File: config.mk
export PLATFORM = sky130hd
export DESIGN_NAME = note_lane_scheduler
export DESIGN_NICKNAME = d
export VERILOG_FILES = /design/src/rtl/note_lane_scheduler_pkg.sv /design/src/rtl/first_free_slot.sv /design/src/rtl/note_lane_scheduler.sv
export SDC_FILE = /design/constraint.sdc
export NUM_CORES = 1
export LEC_CHECK = 0
export BUFFER_PORTS_ARGS = -buffer_cell sky130_fd_sc_hd__buf_4
export CORE_MARGIN = 4
export CORE_UTILIZATION = 45
export DETAILED_ROUTE_END_ITERATION = 12
export PLACE_DENSITY = 0.72
export RECOVER_POWER = 50
export SYNTH_ARGS = -nofsm -noshare
export SYNTH_HDL_FRONTEND = slang
export SYNTH_SLANG_ARGS = --single-unit
File: constraint.sdc
create_clock -name clk -period 3.42 [get_ports clk]
set_input_delay 0.513 -clock clk [delete_from_list [all_inputs] [get_ports clk]]
set_output_delay 0.513 -clock clk [all_outputs]
set_load 0.02 [all_outputs]
File: src/rtl/note_lane_scheduler_pkg.sv
// rtl/note_lane_scheduler_pkg.sv - shared note-lane constants, FSM encoding and slot indexing
package note_lane_scheduler_pkg;

    localparam int DEF_NUM_LANES    = 4;
    localparam int DEF_MAX_NOTES    = 4;
    localparam int DEF_POS_W        = 11;
    localparam int VIDEO_HEIGHT     = 480;
    localparam int DEF_RETIRE_Y     = VIDEO_HEIGHT;
    localparam int DEF_SPAWN_Y      = -50;
    localparam int DEF_NOTE_SPEED   = 1;
    localparam int DEF_SPAWN_FRAMES = 120;
    localparam int DEF_CHART_LEN    = 63;
    localparam int DEF_CHART_AW     = 6;

    typedef enum logic [2:0] {
        ST_IDLE,
        ST_WAIT,
        ST_MOVE,
        ST_FETCH,
        ST_SPAWN,
        ST_DONE
    } state_t;

    // Flat slot number shared with the renderer: lane-major, slot-minor
    function automatic int slot_idx(input int lane, input int slot, input int per_lane);
        return lane * per_lane + slot;
    endfunction

endpackage

File: src/rtl/first_free_slot.sv
// rtl/first_free_slot.sv - lowest-index free slot finder for one lane
module first_free_slot #(
    parameter int MAX_NOTES = 4,
    parameter int IDX_W     = (MAX_NOTES > 1) ? $clog2(MAX_NOTES) : 1
) (
    input  logic [MAX_NOTES-1:0] valid,
    output logic [IDX_W-1:0]     free_idx,
    output logic                 full
);

    // Scan downward so the last hit is the lowest free index
    always_comb begin
        free_idx = '0;
        for (int i = MAX_NOTES - 1; i >= 0; i--) begin
            if (!valid[i]) begin
                free_idx = IDX_W'(i);
            end
        end
    end

    assign full = &valid;

endmodule

File: src/rtl/note_lane_scheduler.sv
// rtl/note_lane_scheduler.sv - chart-driven note spawner and per-frame scroller
module note_lane_scheduler
    import note_lane_scheduler_pkg::*;
#(
    parameter int NUM_LANES    = DEF_NUM_LANES,
    parameter int MAX_NOTES    = DEF_MAX_NOTES,
    parameter int POS_W        = DEF_POS_W,
    parameter int NOTE_SPEED   = DEF_NOTE_SPEED,
    parameter int SPAWN_Y      = DEF_SPAWN_Y,
    parameter int RETIRE_Y     = DEF_RETIRE_Y,
    parameter int SPAWN_FRAMES = DEF_SPAWN_FRAMES,
    parameter int CHART_LEN    = DEF_CHART_LEN,
    parameter int CHART_AW     = DEF_CHART_AW
) (
    input  logic                                 clk,
    input  logic                                 reset,
    input  logic                                 start,
    input  logic                                 frame_tick,
    output logic [CHART_AW-1:0]                  chart_addr,
    input  logic [NUM_LANES-1:0]                 chart_data,
    output logic [NUM_LANES*MAX_NOTES*POS_W-1:0] note_y,
    output logic [NUM_LANES*MAX_NOTES-1:0]       note_valid,
    output logic [NUM_LANES-1:0]                 miss_pulse,
    output logic                                 overflow,
    output logic                                 song_done
);

    localparam int NUM_SLOTS = NUM_LANES * MAX_NOTES;
    localparam int IDX_W     = (MAX_NOTES > 1) ? $clog2(MAX_NOTES) : 1;
    localparam int CNT_W     = (SPAWN_FRAMES > 1) ? $clog2(SPAWN_FRAMES) : 1;

    localparam logic signed [POS_W-1:0] SPEED_C    = POS_W'(NOTE_SPEED);
    localparam logic signed [POS_W-1:0] SPAWN_C    = POS_W'(SPAWN_Y);
    localparam logic signed [POS_W-1:0] RETIRE_C   = POS_W'(RETIRE_Y);
    localparam logic [CHART_AW-1:0]     CHART_LEN_C = CHART_AW'(CHART_LEN);
    localparam logic [CNT_W-1:0]        CNT_LAST    = CNT_W'(SPAWN_FRAMES - 1);

    state_t                  state, state_nxt;
    logic [CNT_W-1:0]        frame_cnt;
    logic signed [POS_W-1:0] y_q   [NUM_SLOTS];
    logic signed [POS_W-1:0] y_inc [NUM_SLOTS];
    logic [NUM_SLOTS-1:0]    valid_q;
    logic [NUM_SLOTS-1:0]    retire;
    logic [NUM_SLOTS-1:0]    moved_valid;
    logic [NUM_LANES-1:0]    lane_retire;
    logic [NUM_LANES-1:0]    lane_full;
    logic [IDX_W-1:0]        free_idx [NUM_LANES];
    logic                    entries_left;
    logic                    spawn_now;
    logic                    all_retired;

    for (genvar l = 0; l < NUM_LANES; l++) begin : g_lane
        first_free_slot #(
            .MAX_NOTES (MAX_NOTES),
            .IDX_W     (IDX_W)
        ) u_first_free_slot (
            .valid    (valid_q[l*MAX_NOTES +: MAX_NOTES]),
            .free_idx (free_idx[l]),
            .full     (lane_full[l])
        );
    end

    // Signed compare keeps notes still above the screen (negative y) live
    always_comb begin
        retire      = '0;
        lane_retire = '0;
        for (int k = 0; k < NUM_SLOTS; k++) begin
            y_inc[k]  = y_q[k] + SPEED_C;
            retire[k] = valid_q[k] && (y_inc[k] >= RETIRE_C);
            lane_retire[k / MAX_NOTES] = lane_retire[k / MAX_NOTES] | retire[k];
        end
        moved_valid = valid_q & ~retire;
    end

    assign entries_left = (chart_addr < CHART_LEN_C);
    assign spawn_now    = (frame_cnt == CNT_LAST) && entries_left;
    assign all_retired  = !entries_left && (moved_valid == '0);

    always_ff @(posedge clk) begin
        if (reset) begin
            state <= ST_IDLE;
        end else begin
            state <= state_nxt;
        end
    end

    always_comb begin
        state_nxt = state;
        case (state)
            ST_IDLE, ST_DONE: if (start) state_nxt = ST_WAIT;
            ST_WAIT:          if (frame_tick) state_nxt = ST_MOVE;
            ST_MOVE: begin
                if (spawn_now) begin
                    state_nxt = ST_FETCH;
                end else if (all_retired) begin
                    state_nxt = ST_DONE;
                end else begin
                    state_nxt = ST_WAIT;
                end
            end
            ST_FETCH:         state_nxt = ST_SPAWN;
            ST_SPAWN:         state_nxt = ST_WAIT;
            default:          state_nxt = ST_IDLE;
        endcase
    end

    always_ff @(posedge clk) begin
        if (reset) begin
            valid_q    <= '0;
            chart_addr <= '0;
            frame_cnt  <= '0;
            miss_pulse <= '0;
            overflow   <= 1'b0;
            for (int k = 0; k < NUM_SLOTS; k++) begin
                y_q[k] <= '0;
            end
        end else begin
            miss_pulse <= '0;
            overflow   <= 1'b0;
            case (state)
                ST_IDLE, ST_DONE: begin
                    if (start) begin
                        chart_addr <= '0;
                        frame_cnt  <= '0;
                    end
                end
                ST_MOVE: begin
                    for (int k = 0; k < NUM_SLOTS; k++) begin
                        if (valid_q[k]) begin
                            y_q[k] <= y_inc[k];
                        end
                    end
                    valid_q    <= moved_valid;
                    miss_pulse <= lane_retire;
                    frame_cnt  <= spawn_now ? '0 : frame_cnt + 1'b1;
                end
                ST_SPAWN: begin
                    for (int l = 0; l < NUM_LANES; l++) begin
                        for (int s = 0; s < MAX_NOTES; s++) begin
                            if (chart_data[l] && !lane_full[l] && (IDX_W'(s) == free_idx[l])) begin
                                y_q[slot_idx(l, s, MAX_NOTES)]     <= SPAWN_C;
                                valid_q[slot_idx(l, s, MAX_NOTES)] <= 1'b1;
                            end
                        end
                    end
                    overflow   <= |(chart_data & lane_full);
                    chart_addr <= chart_addr + 1'b1;
                end
                default: ;
            endcase
        end
    end

    always_comb begin
        note_y = '0;
        for (int k = 0; k < NUM_SLOTS; k++) begin
            note_y[k*POS_W +: POS_W] = y_q[k];
        end
    end

    assign note_valid = valid_q;
    assign song_done  = (state == ST_DONE);

endmodule

==> impl_results.md <==
- Status: complete, no violations
- Layout area overhead: 15.2%
- CP Max Fanout: 11
- Setup-failing EPs final: 0
- Mapped Cells: 1355
- Htree depth: 1
- CTS root buf: clkbuf_16
- DRC: 0
- TritonCTS clock tree: yes
- VDD IR max: 0.319 mV
- Synth Register Bits: 213
- Max Clk Rate: 369 MHz
- Clk pin slew, worst setup/hold paths: 0.06 ns
- Type of the worst min-delay path: primary input to flop
- Clk buf depth: 3
- Setup Crit Path Kind: flop to flop
- CTS resizes: 0
- First-pass GRT wire length: 54.4 mm
- Cell area after synthesis: 12500 um2
- Worst Hold Margin: 0.207 ns
- Max-slew violation total from the final report: 0
- Post-route setup TNS: 0 ns
- Most frequent cells in the layout: clkbuf_1, nand2_1, edfxtp_1
- Worst Setup End Kind: flop
- Die area: 30400 um2
- Num ports: 212
- PortBufs: 211
- Count of cell types in the netlist: 88
- WP data arrival: 2.87 ns
- HPWL after detailed placement: 25.3 mm
- Top cell type's share of synthesized area: 0.328
- Drt wl/cell: 17.8 um
- Syn_nets: 1381
- Initial antenna violation count: 0
- Final period util: 0.793
- Min cycle time layout: 2.71 ns
- CP startpoint: state[2]
- Vias in the first global route: 10300
- Worst endpoint required time: 3.58 ns
- Final wirelength: 34.5 mm
- GRT Overall Usage: 0.213
- Drt via density: 5.80
- Core area: 27100 um2
- Final #Nets: 1574
- Largest net degree at the start of global routing: 32
- Setup Skew: 0.0114 ns
- Final RePlAce weighted congestion: 0.891
- # diodes: 0
- RSZ-0062 raised after global routing: no
- Synth area leader: edfxtp_1
- Utilization after layout: 0.530
- Fillers: 2615
- Starting Density: 0.460
- PnR Total Power: 5790 uW
- R2R Path Start: state[2]
- Power per cell area: 403 nW/um2
- TritonCTS Sinks: 213
- Worst relative slew slack: 0.265
- Routed Antenna Nets: 0
- Iteration-0 DRC Markers: 899
- Maxcap violations: 0
- Post-synth top flop: edfxtp_1
- Post-CTS setup buffers: 0
- Commonest non-fill, non-tap cell in the layout: clkbuf_1
- Final hold vios: 0
- Placement row count: 60
- Slew @ Worst Pin: 1.10 ns
- TritonCTS Buffers: 25
- Async S/R FF share, synth: 0
- EDFF count, synth: 136
- Top post-synthesis cells by area: edfxtp_1, dfxtp_1, xor2_1, o21ai_0, xnor2_1
- Ys Warns: 0
- Layout cell share with drive strength beyond 1: 0.0505
- Die span in x: 174 um
- Worst-skew pair later-pin latency: 0.52 ns
- Worst setup SP type: flop
- CTS Hold Buffers Added: 0
- Sequential area share after synthesis: 0.451
- DR pass1 iterations: 6
- Chip Height: 174 um
- Total grt overflow: 0
- Hold Path Origin: reset
- LEAKAGE: 0.00466 uW
- Via count: 11200
- Avg Cell Area, Syn: 9.20 um2
[cell type report]
cell class,count,area [um2],area share
Multi-Input combinational cell,1059,6490,0.452
Sequential cell,213,5630,0.392
Clock buffer,40,726,0.0506
Clock inverter,4,45.0,0.00314
Tap cell,372,465,0.0324
Timing Repair Buffer,224,910,0.0634
Inverter,25,93.8,0.00654
[synth_stat cells (6+ instances only)]
library cell  instances
xor2_1               84
a221oi_1             12
inv_1                25
o21ai_0             132
clkbuf_1             43
or3_1                15
o31ai_1               6
buf_2                 9
ha_1                 18
nand4_1              43
and4_1               18
dfxtp_1              77
a21oi_1              56
nor3_1               26
edfxtp_1            136
and3_1               20
nor2_1              122
nand2_1             136
a311oi_1              9
nor3b_1               6
nor2b_1               7
and2_1               12
nand3_1             104
xnor2_1              64
nand2b_1             30
o22ai_1               9
o211ai_1              7
nor4_1                6
a31oi_1              12
[sequential cells by signal, summed over array words and instances (netlist names)]
signal,flops
frame_cnt,7
overflow,1
note_valid,16
miss_pulse,4
y_q,176
chart_addr,6
state,3
[power breakdown]
| part | switching [uW] | internal, uW | leakage, uW |
|---|---|---|---|
| Combinational | 239 | 102 | 0.00227 |
| Clock | 1030 | 1520 | 0.000379 |
| Sequential | 107 | 2790 | 0.00202 |
[worst max-delay path, stage by stage, from the launching register on]
cell and delay [ns]:
dfxtp_1 0.36, nand2b_1 0.23, nand2b_1 0.22, nor2_4 0.33, clkbuf_1 0.46, nand2_1 0.33, nand2b_1 0.42
[cell families (layout without fill, tap and decap cells)]
| logic type | count (synthesis) | after routing | share of synthesized area |
|---|---|---|---|
| compound gates | 304 | 304 | 0.152 |
| xor+xnor | 148 | 148 | 0.104 |
| fa+ha+maj | 18 | 18 | 0.0181 |
| buf+inv | 83 | 293 | 0.0283 |
| flops | 213 | 213 | 0.451 |
| mux | 6 | 6 | 0.00502 |
| simple gates | 583 | 583 | 0.241 |
[worst paths after layout]
kind              slack [ns]  cells after the start              to
setup / recovery        0.71                      6      y_q[1][79]
hold / removal          0.21                      2  note_valid[14]
setup reg to reg        0.71                      6      y_q[1][79]
hold reg to reg         0.50                      2    frame_cnt[6]
[layer usage]
metal,global-route usage,share of wire,up-vias
met5,0,0,-
met1,0.281,0.43,5380
met2,0.348,0.46,379
met3,0.0548,0.083,57
li1,-,-,5412
met4,0.0610,0.025,0
[stage by stage]
stage,std cells,setup WS [ns],area (um2)
after floorplan,1355,0.708,12500
after global placement,1893,0.741,14400
after detailed placement,1893,0.719,14400
after CTS,1937,0.697,15100
after global routing,1937,0.450,14400
final,1937,0.708,14400
(Power assumes the default switching activity.)
